==> config.mk <==
export PLATFORM = sky130hd
export DESIGN_NAME = pc_sequencer_flat
export DESIGN_NICKNAME = d
export VERILOG_FILES = /design/src/rtl/pc_sequencer_if.sv /design/src/rtl/pc_sequencer.sv /design/src/flat_wrapper.sv
export SDC_FILE = /design/constraint.sdc
export NUM_CORES = 1
export LEC_CHECK = 0
export BUFFER_PORTS_ARGS = -buffer_cell sky130_fd_sc_hd__buf_2
export CAP_MARGIN = 20
export CORE_MARGIN = 8
export CORE_UTILIZATION = 48
export CTS_BUF_LIST = sky130_fd_sc_hd__clkbuf_8 sky130_fd_sc_hd__clkbuf_16
export CTS_CLUSTER_SIZE = 40
export DETAILED_ROUTE_END_ITERATION = 10
export PLACE_DENSITY = 0.76
export SYNTH_ARGS = -nofsm -noshare
export SYNTH_HDL_FRONTEND = slang
export SYNTH_SLANG_ARGS = --single-unit
==> constraint.sdc <==
create_clock -name CLK -period 1.9 [get_ports CLK]
set_input_delay 0.38 -clock CLK [delete_from_list [all_inputs] [get_ports CLK]]
set_output_delay 0.38 -clock CLK [all_outputs]
set_load 0.05 [all_outputs]
==> src/rtl/pc_sequencer_if.sv <==
// Decoder/harness-facing bundle of the PC sequencer: control strobes, branch LUT
// handshake and status outputs.
interface pc_sequencer_if #(
   parameter int PC_W  = 10,
   parameter int PTR_W = 5,
   parameter int OFF_W = 8,
   parameter int CNT_W = 16
);
   logic             start;
   logic             stall;
   logic             halt_in;
   logic             br_req;
   logic             br_cond;
   logic [PTR_W-1:0] br_ptr;
   logic [OFF_W-1:0] lut_off;
   logic [PTR_W-1:0] lut_ptr;
   logic [PC_W-1:0]  pc;
   logic             running;
   logic             done;
   logic             timeout;
   logic             wrap_err;
   logic [CNT_W-1:0] cycle_cnt;

   modport master (
      output start, stall, halt_in, br_req, br_cond, br_ptr, lut_off,
      input  lut_ptr, pc, running, done, timeout, wrap_err, cycle_cnt
   );

   modport slave (
      input  start, stall, halt_in, br_req, br_cond, br_ptr, lut_off,
      output lut_ptr, pc, running, done, timeout, wrap_err, cycle_cnt
   );
endinterface

==> src/rtl/pc_sequencer.sv <==
// Program-counter sequencer: PC register, IDLE/RUN/DONE control, LUT-relative
// branches with wrap detection, and a saturating run-cycle counter with timeout.
module pc_sequencer #(
   parameter int PC_W       = 10,
   parameter int PTR_W      = 5,
   parameter int OFF_W      = 8,
   parameter int CNT_W      = 16,
   parameter int START_ADDR = 0
) (
   input logic            CLK,
   input logic            reset_n,
   pc_sequencer_if.slave  bus
);
   localparam logic [1:0] IDLE = 2'd0;
   localparam logic [1:0] RUN  = 2'd1;
   localparam logic [1:0] DONE = 2'd2;

   localparam logic [PC_W-1:0] START_PC = PC_W'(START_ADDR);

   logic [1:0]              state;
   logic [PC_W-1:0]         pc_r;
   logic [CNT_W-1:0]        cnt_r;
   logic                    timeout_r;
   logic                    wrap_r;
   logic signed [PC_W+1:0]  off_ext;
   logic signed [PC_W+1:0]  br_sum;
   logic                    br_wrap;

   // Two guard bits: bit PC_W+1 flags a negative sum, bit PC_W a sum past the top.
   always_comb begin
      off_ext = (PC_W+2)'($signed(bus.lut_off));
      br_sum  = $signed({2'b00, pc_r}) + off_ext;
      br_wrap = br_sum[PC_W+1] | br_sum[PC_W];
   end

   always_ff @(posedge CLK or negedge reset_n) begin
      if (!reset_n) begin
         state     <= IDLE;
         pc_r      <= START_PC;
         cnt_r     <= '0;
         timeout_r <= 1'b0;
         wrap_r    <= 1'b0;
      end else begin
         case (state)
            IDLE, DONE: begin
               if (bus.start) begin
                  state     <= RUN;
                  pc_r      <= START_PC;
                  cnt_r     <= '0;
                  timeout_r <= 1'b0;
                  wrap_r    <= 1'b0;
               end
            end
            RUN: begin
               if (&cnt_r) begin
                  state     <= DONE;
                  timeout_r <= 1'b1;
               end else begin
                  cnt_r <= cnt_r + CNT_W'(1);
                  if (bus.stall) begin
                     pc_r <= pc_r;
                  end else if (bus.halt_in) begin
                     state <= DONE;
                  end else if (bus.br_req && bus.br_cond) begin
                     pc_r <= br_sum[PC_W-1:0];
                     if (br_wrap) wrap_r <= 1'b1;
                  end else begin
                     pc_r <= pc_r + PC_W'(1);
                  end
               end
            end
            default: state <= IDLE;
         endcase
      end
   end

   assign bus.lut_ptr   = bus.br_ptr;
   assign bus.pc        = pc_r;
   assign bus.running   = (state == RUN);
   assign bus.done      = (state == DONE);
   assign bus.timeout   = timeout_r;
   assign bus.wrap_err  = wrap_r;
   assign bus.cycle_cnt = cnt_r;
endmodule
==> src/flat_wrapper.sv <==
// flat-port wrapper written by rule: the top's interface ports become plain ports
module pc_sequencer_flat 
#(
   parameter int PC_W       = 10,
   parameter int PTR_W      = 5,
   parameter int OFF_W      = 8,
   parameter int CNT_W      = 16,
   parameter int START_ADDR = 0
)
  (CLK, reset_n, bus_start, bus_stall, bus_halt_in, bus_br_req, bus_br_cond, bus_br_ptr, bus_lut_off, bus_lut_ptr, bus_pc, bus_running, bus_done, bus_timeout, bus_wrap_err, bus_cycle_cnt);
  pc_sequencer_if #(.PC_W(PC_W), .PTR_W(PTR_W), .OFF_W(OFF_W), .CNT_W(CNT_W)) bus_i ();
  input logic CLK;
  input logic reset_n;
  input wire logic [$bits(bus_i.start)-1:0] bus_start;
  input wire logic [$bits(bus_i.stall)-1:0] bus_stall;
  input wire logic [$bits(bus_i.halt_in)-1:0] bus_halt_in;
  input wire logic [$bits(bus_i.br_req)-1:0] bus_br_req;
  input wire logic [$bits(bus_i.br_cond)-1:0] bus_br_cond;
  input wire logic [$bits(bus_i.br_ptr)-1:0] bus_br_ptr;
  input wire logic [$bits(bus_i.lut_off)-1:0] bus_lut_off;
  output wire logic [$bits(bus_i.lut_ptr)-1:0] bus_lut_ptr;
  output wire logic [$bits(bus_i.pc)-1:0] bus_pc;
  output wire logic [$bits(bus_i.running)-1:0] bus_running;
  output wire logic [$bits(bus_i.done)-1:0] bus_done;
  output wire logic [$bits(bus_i.timeout)-1:0] bus_timeout;
  output wire logic [$bits(bus_i.wrap_err)-1:0] bus_wrap_err;
  output wire logic [$bits(bus_i.cycle_cnt)-1:0] bus_cycle_cnt;
  assign bus_i.start = bus_start;
  assign bus_i.stall = bus_stall;
  assign bus_i.halt_in = bus_halt_in;
  assign bus_i.br_req = bus_br_req;
  assign bus_i.br_cond = bus_br_cond;
  assign bus_i.br_ptr = bus_br_ptr;
  assign bus_i.lut_off = bus_lut_off;
  assign bus_lut_ptr = bus_i.lut_ptr;
  assign bus_pc = bus_i.pc;
  assign bus_running = bus_i.running;
  assign bus_done = bus_i.done;
  assign bus_timeout = bus_i.timeout;
  assign bus_wrap_err = bus_i.wrap_err;
  assign bus_cycle_cnt = bus_i.cycle_cnt;
  pc_sequencer #(.PC_W(PC_W), .PTR_W(PTR_W), .OFF_W(OFF_W), .CNT_W(CNT_W), .START_ADDR(START_ADDR)) u_core (.CLK(CLK), .reset_n(reset_n), .bus(bus_i));
endmodule
---- After elaboration in Yosys (flattened, before gate mapping) ----
Cells that the tools add are included.
storage, ports and cells
  register bits ........................... 30
  bits of input ports ..................... 20
  output and inout port bits .............. 35
  logic and storage cells ................. 53
cells by class
  add/sub/neg operators ................... 3
  eq/ne operators ......................... 11
  muxes and demuxes ....................... 23
  bitwise logic cells ..................... 1
  reduce and logical (&&, ||, !) cells .... 10
operators by type and width
  cell                     number
  $mux W10                 5
  $mux W16                 2
  $pmux W16 S2             1
  $pmux W10 S2             1
  $add A16 B1 Y16 const B  1
  $reduce_and A16 Y1       1
  $add A11 B8 Y12          1
  $add A10 B1 Y10 const B  1
  $reduce_and A3 Y1        3
  $mux W2                  4
  $ne A2 B2 Y1 const B     4
  $mux W1                  7
  $reduce_and A7 Y1        1
  $ne A2 B1 Y1 const B     3
  $ne A3 B2 Y1 const B     2
  $reduce_and A5 Y1        1
  $pmux W1 S2              2
  $pmux W2 S2              1
  $eq A2 B1 Y1 const B     1
  $eq A2 B2 Y1 const B     1
  $logic_not A2 Y1         1
  $reduce_bool A2 Y1       1
  $reduce_or A2 Y1         1
  $logic_and A1 B1 Y1      1
  $or A1 B1 Y1             1

---- Logic depth before layout (Yosys ltp) ----
Gate-level depths: netlist of the first run.
  depth after elaboration ................. 8
  mapped depth ............................ 8
  depth with buffers taken out ............ 8

---- Least setup slack after synthesis of the first run ----
No wires, ideal clock.
  path kind ............................... register -> register
  from .................................... reg u_core.pc_r[0] (netlist: u_core.bus.pc[0])
  to ...................................... reg u_core.wrap_r (netlist: u_core.bus.wrap_err)
  setup time .............................. 87 ps
  data arrival time ....................... 2147 ps
  slack ................................... -334 ps
  stages on the path, launching flop included .. 9
  buffers on the path ..................... 0
  cells stage by stage .................... dfrtp_1 > ha_1 > fa_1 > a21oi_1 > o22ai_1 > o221ai_1 > nand3b_1 > mux2i_1 > a211oi_2
between the ends
  longest elaborated chain between the ends .. 4
RTL lines
  element                      RTL line            source
  from (decl)                  pc_sequencer.sv:21  logic [PC_W-1:0] pc_r;
  from (signal assigned)       pc_sequencer.sv:61  pc_r <= pc_r;
  from (signal assigned)       pc_sequencer.sv:65  pc_r <= br_sum[PC_W-1:0];
  from (signal assigned)       pc_sequencer.sv:68  pc_r <= pc_r + PC_W'(1);
  $add A11 B8 Y12              pc_sequencer.sv:32  br_sum = $signed({2'b00, pc_r}) + off_ext;
  $or A1 B1 Y1                 pc_sequencer.sv:33  br_wrap = br_sum[PC_W+1] | br_sum[PC_W];
  $ne A2 B1 Y1 (no line)       -
  $reduce_and A7 Y1 (no line)  -
  to (signal assigned)         pc_sequencer.sv:42  wrap_r <= 1'b0;
  to (signal assigned)         pc_sequencer.sv:51  wrap_r <= 1'b0;
  to (signal assigned)         pc_sequencer.sv:66  if (br_wrap) wrap_r <= 1'b1;
  to (decl)                    pc_sequencer.sv:24  logic wrap_r;
No other way between the ends.
A chain may end at the register's enable or synchronous reset.

---- Worst setup path in the final report of the first run ----
  from .................................... reg u_core.pc_r[0] (netlist: u_core.bus.pc[0])
  to ...................................... reg u_core.pc_r[8] (netlist: u_core.bus.pc[8])
between the ends
  longest elaborated chain between the ends .. 6
  elaborated cells on any way between the ends .. 7
  those cells by class .................... 2 x add/sub; 5 x mux
RTL lines
  element                                             RTL line                                source
  $add A11 B8 Y12 or $add A10 B1 Y10 (tied branches)  pc_sequencer.sv:32, pc_sequencer.sv:68
  $mux W10 (*)                                        pc_sequencer.sv:64                      end else if (bus.br_req && bus.br_cond) begin
  $mux W10 (*)                                        pc_sequencer.sv:62                      end else if (bus.halt_in) begin
  $mux W10 (*)                                        pc_sequencer.sv:60                      if (bus.stall) begin
  $mux W10 (*)                                        pc_sequencer.sv:55                      if (&cnt_r) begin
  $pmux W10 S2 (*)                                    pc_sequencer.sv:44                      case (state)
Mark *: on every way between the ends. The rest lies on a longest branch, timed or not. The select of a mux whose other input is x is not followed.

==> results of run 1 <==
[what timing repair did]
action	CTS	global route
gates resized for setup	3	14
pin swaps	1	10
setup endpoints to repair	4	7
hold buffers	0	0
buffers inserted	0	4
[flip-flops by register name (all words and copies together), names as in the netlist]
name	flops
u_core.bus.wrap_err	1
u_core.state	2
u_core.bus.timeout	1
u_core.bus.pc	10
u_core.bus.cycle_cnt	16
[worst max-delay path: cells and delay by family (launching register included)]
| family | cells | cell delay, ns |
|---|---|---|
| and+or+nand+nor | 2 | 0.31 |
| adders and majority gates | 2 | 0.51 |
| xor gates and xnor gates | 1 | 0.14 |
| AOI/OAI and AO/OA | 3 | 0.41 |
| DFF | 1 | 0.43 |
[final cells by class]
class	count	area share
Multi-Input combinational cell	193	0.5081
Sequential cell	30	0.2762
Timing Repair Buffer	68	0.1458
Clock buffer	6	0.02978
Tap cell	52	0.02347
Inverter	9	0.01218
Clock inverter	2	0.004513
[cell usage after synthesis (2+ instances only)]
library cell / n / area share
sky130_fd_sc_hd__nand4_1: 8 / 0.023
sky130_fd_sc_hd__nand3_2: 2 / 0.0093
sky130_fd_sc_hd__o21ai_0: 16 / 0.037
sky130_fd_sc_hd__a211oi_1: 3 / 0.010
sky130_fd_sc_hd__nor4_1: 2 / 0.0058
sky130_fd_sc_hd__xnor2_1: 4 / 0.016
sky130_fd_sc_hd__and3_1: 9 / 0.026
sky130_fd_sc_hd__o21ai_1: 7 / 0.016
sky130_fd_sc_hd__and2_1: 5 / 0.015
sky130_fd_sc_hd__nor2_1: 24 / 0.042
sky130_fd_sc_hd__nand3_1: 9 / 0.021
sky130_fd_sc_hd__nor2b_1: 2 / 0.0058
sky130_fd_sc_hd__xor2_1: 15 / 0.061
sky130_fd_sc_hd__nand2_1: 18 / 0.031
sky130_fd_sc_hd__dfrtp_1: 30 / 0.35
sky130_fd_sc_hd__nand3b_1: 2 / 0.0070
sky130_fd_sc_hd__ha_1: 13 / 0.076
sky130_fd_sc_hd__a21o_1: 3 / 0.010
sky130_fd_sc_hd__buf_4: 6 / 0.021
sky130_fd_sc_hd__o22ai_1: 4 / 0.012
sky130_fd_sc_hd__o221ai_1: 4 / 0.016
sky130_fd_sc_hd__nor3_1: 10 / 0.023
sky130_fd_sc_hd__inv_1: 9 / 0.016
sky130_fd_sc_hd__mux2i_1: 2 / 0.0093
sky130_fd_sc_hd__clkbuf_1: 3 / 0.0052
sky130_fd_sc_hd__nand2b_1: 3 / 0.0087
sky130_fd_sc_hd__a21oi_1: 11 / 0.026
[per-layer routing]
metal | global-route usage | vias to the layer above | routed length (um)
li1 | - | 1000 | -
met1 | 0.1965 | 970 | 2542
met2 | 0.2454 | 64 | 2652
met3 | 0.03711 | 2 | 313
met4 | 0.06230 | 0 | 47
met5 | 0 | - | 0
[logic make-up after synthesis]
group                    Yosys count
multiplexers                       2
AO/OA/AOI/OAI                     56
XOR/XNOR                          19
AND/OR/NAND/NOR                  102
flip-flops                        30
buffers and inverters             21
adder cells (fa/ha/maj)           14
[power groups by stage]
stage / registers (uW) / logic [uW] / clock network (uW)
after global placement: 756 / 689 / 0
after CTS: 746 / 714 / 557
after global routing: 759 / 827 / 578
final: 750 / 756 / 541
after floorplan: 906 / 383 / 0
after detailed placement: 758 / 709 / 0
[per-stage QoR]
stage                     setup WS (ns)  std cells  hold WS [ns]   TNS (ns)  utilization
after floorplan                -0.07542        244       0.08441    -0.1856            -
after global placement         -0.06564        348        0.4599    -0.1590       0.5929
after detailed placement        -0.1005        348        0.4641    -0.3854       0.5929
after CTS                     -0.005702        356        0.1537  -0.005702       0.6192
after global routing           -0.05287        360        0.1867    -0.1714       0.6412
final                          -0.01366        360        0.1448   -0.01366       0.6412
[how the worst max path moves through the flow]
stage	startpoint	to	slack, ns
floorplan	u_core.bus.pc[0]	u_core.bus.pc[8]	-0.08
global placement	bus_lut_off[0]	u_core.bus.pc[8]	-0.07
detailed placement	bus_lut_off[1]	u_core.bus.pc[9]	-0.10
CTS	u_core.bus.pc[0]	u_core.bus.pc[8]	-0.006
global route	u_core.bus.pc[0]	u_core.bus.pc[8]	-0.05
finish	u_core.bus.pc[0]	u_core.bus.pc[8]	-0.01
==> impl_metrics.yaml, run 1 <==
run_status:
  outcome: "finished, violations left"
  violations: "negative setup slack"
yosys:
  synth-xor-area-share: 0.07755
  seq_area_frac_synth: 0.3499
  post_synth_fa_ha_maj_area_fraction: 0.08513
  synth_cell_type_count: 47
  post_synth_inst_count: 244
  synth.net_count: 278
  count_of_yosys_warnings_during_synthesis: 0
  yosys_register_bits: 30
  asyncSetResetFlopFracSynth: 1.000
  area_fraction_in_compound_gates_after_synthesis: 0.1662
  synth_top_family_by_area: "simple AND/OR/NAND/NOR gates"
  synth-simple-area-share: 0.2560
  mappedNetlistArea_um2: 2146
  synthesis.area_per_instance_um2: 8.794
  synth.mux.area_fraction: 0.009329
  synth_enable_flop_cells: 0
  postSynth.topFlopCell: "sky130_fd_sc_hd__dfrtp_1"
critical_path:
  critical_path.endpoint_type: "register"
  critical_path.cell_chain: "ha_4 -> fa_2 -> a21oi_2 -> o22ai_2 -> nor4_1 -> nor3_1 -> xnor2_1 -> o221ai_1"
  path_class: "reg -> reg"
  worst_r2r_endpoint: "u_core.bus.pc[8]"
  cp_slowest_cell: "sky130_fd_sc_hd__dfrtp_2"
  timing.rr.start: "u_core.bus.pc[0]"
  worstSetupStartpointType: "register"
  regToRegSetupSlack_ns: -0.01
  crit_path_max_fanout: 3
  crit_required_ns: 2.06
  rr_worst_depth: 8
  critPathMaxStageDelay_ns: 0.43
  timing.critical_path.arrival_ns: 2.07
global_routing:
  global_route.usage.total: 0.1549
  grt_pass1_wl_um: 9183
  first_global_vias: 2022
  initial_antenna_violation_count: 0
  globalRouteOverflowTotal: 0
  maximum_number_of_pins_on_one_net_before_global_route_repair: 31
routing:
  drt_iter0_drc: 80
  via_per_inst: 5.656
  drtAntennaViolNets: 0
  route.detailed.wl_per_inst_um: 15.43
  dr_total_vias: 2036
  drt_pass1_iterations: 4
  drt_drc_violations_left: 0
  detail_route.wirelength_um: 5556
power_and_ir_drop:
  p_seq_frac: 0.366
  power.switching_fraction: 0.3893
  leakagePower_uw: 0.001362
  p_comb_frac: 0.370
  power.internal_uw: 1250
  vdd_drop_max_uv: 418.9
  clock_power_share: 0.264
  sum_of_internal_switching_and_leakage_power_uw: 2047
  p_sw_uw: 797.0
  power_density_nw_per_um2: 738.3
job:
  maxCapViolCount: 0
layout:
  layout_commonest_cell: "sky130_fd_sc_hd__buf_2"
  drive_gt1_frac: 0.3799
  layout.area.seq_um2: 765.7
  finish.net_count: 341
  layout.cells.most_common_list: "sky130_fd_sc_hd__buf_2, sky130_fd_sc_hd__buf_4, sky130_fd_sc_hd__nor2_1"
  multi_input_comb_area_um2: 1409
  diodes: 0
  num-fill-cells: 381
  relative_area_change_from_synthesis_to_final_layout_pct: 29.21
  postLayoutCellArea_um2: 2773
timing:
  grt_setup_unrepaired: "yes"
  worst-slew-pin-transition_ns: 0.6909
  fmaxAchievable_mhz: 522.6
  period_needed_ns: 1.914
  fin_worst_skew_ns: 0.006571
  hold_viol: 0
  slew_violations: 0
  max-slew-margin-rel: 0.5394
  layout_setup_ws_ns: -0.01366
  timing.final.setup_violations: 1
  fin_crit_sh: 1.007
place:
  io_buffers: 44
  place.detailed.hpwl_um: 4113
  gp_routability_congestion: 0.8378
  placed_area_um2: 2564
clock_network:
  cts.clk_slew.worst_paths_ns: 0.07
  tritoncts.num_buffers: 5
  cts-root-to-sink-buffers: 2
  cts_tree: "built"
  clockRootBuffer: "sky130_fd_sc_hd__clkbuf_8"
  tritoncts_num_sinks: 30
  h-tree-depth: 2
  clk-insertion-delay-late_ns: 0.28
floorplan:
  placement_rows: 24
  core_um2: 4324
  io_pins: 55
  y_dimension_of_the_die_um: 82.86
  initial_utilization: 0.4962
  fp.dieArea_um2: 6866
  dieWidth_um: 82.86
hold_path:
  hp-class: "in -> async"
No activity file was read; power rests on OpenSTA's default activity.
==> run 2, diff against run 1 <==
--- a/config.mk
+++ b/config.mk
@@ -7,12 +7,14 @@
 export LEC_CHECK = 0
 export BUFFER_PORTS_ARGS = -buffer_cell sky130_fd_sc_hd__buf_2
 export CAP_MARGIN = 20
+export CELL_PAD_IN_SITES_DETAIL_PLACEMENT = 0
+export CELL_PAD_IN_SITES_GLOBAL_PLACEMENT = 1
 export CORE_MARGIN = 8
-export CORE_UTILIZATION = 48
+export CORE_UTILIZATION = 36
 export CTS_BUF_LIST = sky130_fd_sc_hd__clkbuf_8 sky130_fd_sc_hd__clkbuf_16
 export CTS_CLUSTER_SIZE = 40
 export DETAILED_ROUTE_END_ITERATION = 10
-export PLACE_DENSITY = 0.76
+export PLACE_DENSITY_LB_ADDON = 0.1
 export SYNTH_ARGS = -nofsm -noshare
 export SYNTH_HDL_FRONTEND = slang
 export SYNTH_SLANG_ARGS = --single-unit
==> run 2 against run 1 <==
Against the previous run: the flow still finishes with violations (negative setup slack); die area increased by 27%; core utilization decreased by 16 points; critical path depth unchanged; sequential share of layout area decreased by 0.66 points; flip-flop and latch count unchanged; global-route usage decreased by 1.3 points; setup slack got worse by 0.025 ns; sequential power decreased by 1%; wire length increased by 6.7%; critical endpoint unchanged; highest routed layer unchanged.
==> impl_metrics.yaml, run 2 (synthesis gave the netlist of run 1 again) <==
layout:
  layout_commonest_cell: "sky130_fd_sc_hd__buf_2"
  multi_input_comb_area_um2: 1406
  drive_gt1_frac: 0.3873
  largest_register_ffs: 16
  diodes: 0
  layout.cells.most_common_list: "sky130_fd_sc_hd__buf_2, sky130_fd_sc_hd__buf_4, sky130_fd_sc_hd__nor2_1"
  num-fill-cells: 601
  postLayoutCoreUtil: 0.4855
  relative_area_change_from_synthesis_to_final_layout_pct: 32.36
  layout.area.seq_um2: 765.7
  finish.net_count: 348
global_routing:
  first_global_vias: 2159
  initial_antenna_violation_count: 0
  globalRouteOverflowTotal: 0
  grt_pass1_wl_um: 10150
  global_route.usage.total: 0.1417
  grt_use_met3: 0.03125
  busiest_layer: "met2"
  use_met1: 0.1722
  use_met2: 0.2402
  maximum_number_of_pins_on_one_net_before_global_route_repair: 31
run_status:
  outcome: "finished, violations left"
  violations: "negative setup slack"
routing:
  via_per_inst: 5.190
  detail_route.wirelength_um: 5926
  dr_total_vias: 2024
  drt_pass1_iterations: 5
  drt_drc_violations_left: 0
  route.detailed.wl_per_inst_um: 15.19
  drt_iter0_drc: 52
  drtAntennaViolNets: 0
clock_network:
  cts-root-to-sink-buffers: 2
  tritoncts_num_sinks: 30
  cts.clk_slew.worst_paths_ns: 0.07
  clockRootBuffer: "sky130_fd_sc_hd__clkbuf_8"
  tritoncts.num_buffers: 5
  cts_tree: "built"
  h-tree-depth: 2
  clk-insertion-delay-late_ns: 0.28
place:
  place.detailed.hpwl_um: 4397
  gp_routability_congestion: 0.7749
  io_buffers: 44
  placement.setup.worst_slack_ns: -0.1269
timing:
  layout_setup_ws_ns: -0.03887
  hold_viol: 0
  grt_setup_unrepaired: "yes"
  max-slew-margin-rel: 0.5186
  fin_crit_sh: 1.020
  hold_slack_ns: 0.1556
  fin_tns_setup_ns: -0.04684
  fmaxAchievable_mhz: 515.8
  worst-slew-pin-transition_ns: 0.7221
  slew_violations: 0
  fin_worst_skew_ns: 0.007410
  timing.final.setup_violations: 2
  period_needed_ns: 1.939
critical_path:
  path_class: "reg -> reg"
  timing.critical_path.arrival_ns: 2.09
  crit_path_max_fanout: 3
  crit_required_ns: 2.05
  critical_path.endpoint_type: "register"
  regToRegSetupSlack_ns: -0.04
  worstSetupStartpointType: "register"
floorplan:
  core_um2: 5851
  initial_utilization: 0.3668
  y_dimension_of_the_die_um: 93.21
  dieWidth_um: 93.21
  placement_rows: 28
  io_pins: 55
  fp.dieArea_um2: 8687
job:
  maxCapViolCount: 0
power_and_ir_drop:
  sum_of_internal_switching_and_leakage_power_uw: 2019
  power_density_nw_per_um2: 710.7
  vdd_drop_max_uv: 356.8
  leakagePower_uw: 0.001406
hold_path:
  hp-class: "in -> async"
==> run 2: changes by cell type in the layout (fill, tap and decap cells not counted), moves of 2 or more <==
| cell | before | now |
|---|---|---|
| sky130_fd_sc_hd__buf_4 | 23 | 29 |
| sky130_fd_sc_hd__inv_1 | 9 | 12 |
| sky130_fd_sc_hd__o21ai_0 | 11 | 13 |
| sky130_fd_sc_hd__o21ai_1 | 12 | 10 |
==> run 2: what timing repair did <==
action                                  4_1_cts  5_1_grt
hold buffers                                  0        0
buffers inserted                              2        2
cloned                                        0        0
pin swaps                                     3       13
resized for setup                             2       15
endpoints found under the setup margin        4        6
==> run 2: layout make-up <==
type | count | area share
sequential | 30 | 0.2696
clock inverter | 3 | 0.003965
timing repair buffer | 75 | 0.1621
clock buffer | 5 | 0.02423
inverter | 9 | 0.01189
tap | 75 | 0.03304
multi-input combinational | 193 | 0.4952
==> run 2: path summary, 6_finish.rpt <==
| check | startpoint | endpoint | cells past startpoint |
|---|---|---|---|
| worst min register to register | u_core.bus.timeout | u_core.bus.timeout | 2 |
| worst max-delay path | u_core.bus.pc[1] | u_core.bus.pc[8] | 8 |
| min in group CLK | bus_halt_in | u_core.state[0] | 4 |
| worst max register to register | u_core.bus.pc[1] | u_core.bus.pc[8] | 8 |
| max in group asynchronous | reset_n | u_core.bus.cycle_cnt[3] | 1 |
| worst min-delay path | reset_n | u_core.bus.timeout | 1 |
==> run 2: critical path, cell delays in order (launching register included) <==
cell,delay (ns)
sky130_fd_sc_hd__dfrtp_2,0.44
sky130_fd_sc_hd__buf_6,0.13
sky130_fd_sc_hd__fa_2,0.39
sky130_fd_sc_hd__a21oi_2,0.18
sky130_fd_sc_hd__o22ai_2,0.14
sky130_fd_sc_hd__nor4_2,0.16
sky130_fd_sc_hd__nor3_1,0.10
sky130_fd_sc_hd__xnor2_1,0.15
sky130_fd_sc_hd__o221ai_1,0.12
==> run 2: metal layers <==
layer / wire (um) / share of wire
met3: 294 / 0.050
met4: 66 / 0.011
met5: 0 / 0
met1: 2797 / 0.47
met2: 2767 / 0.47
==> run 2: power breakdown <==
group	switching [uW]	internal [uW]	total, uW	leakage [uW]
sequential	45.2	693	739	0.000394
combinational	508	286	794	0.000961
clock	242	244	486	0.0000519
==> run 2: per-stage QoR <==
stage               cell area (um2)  cells
floorplan                      2215    244
global placement               2645    378
detailed placement             2645    378
CTS                            2753    388
global route                   2840    390
finish                         2840    390
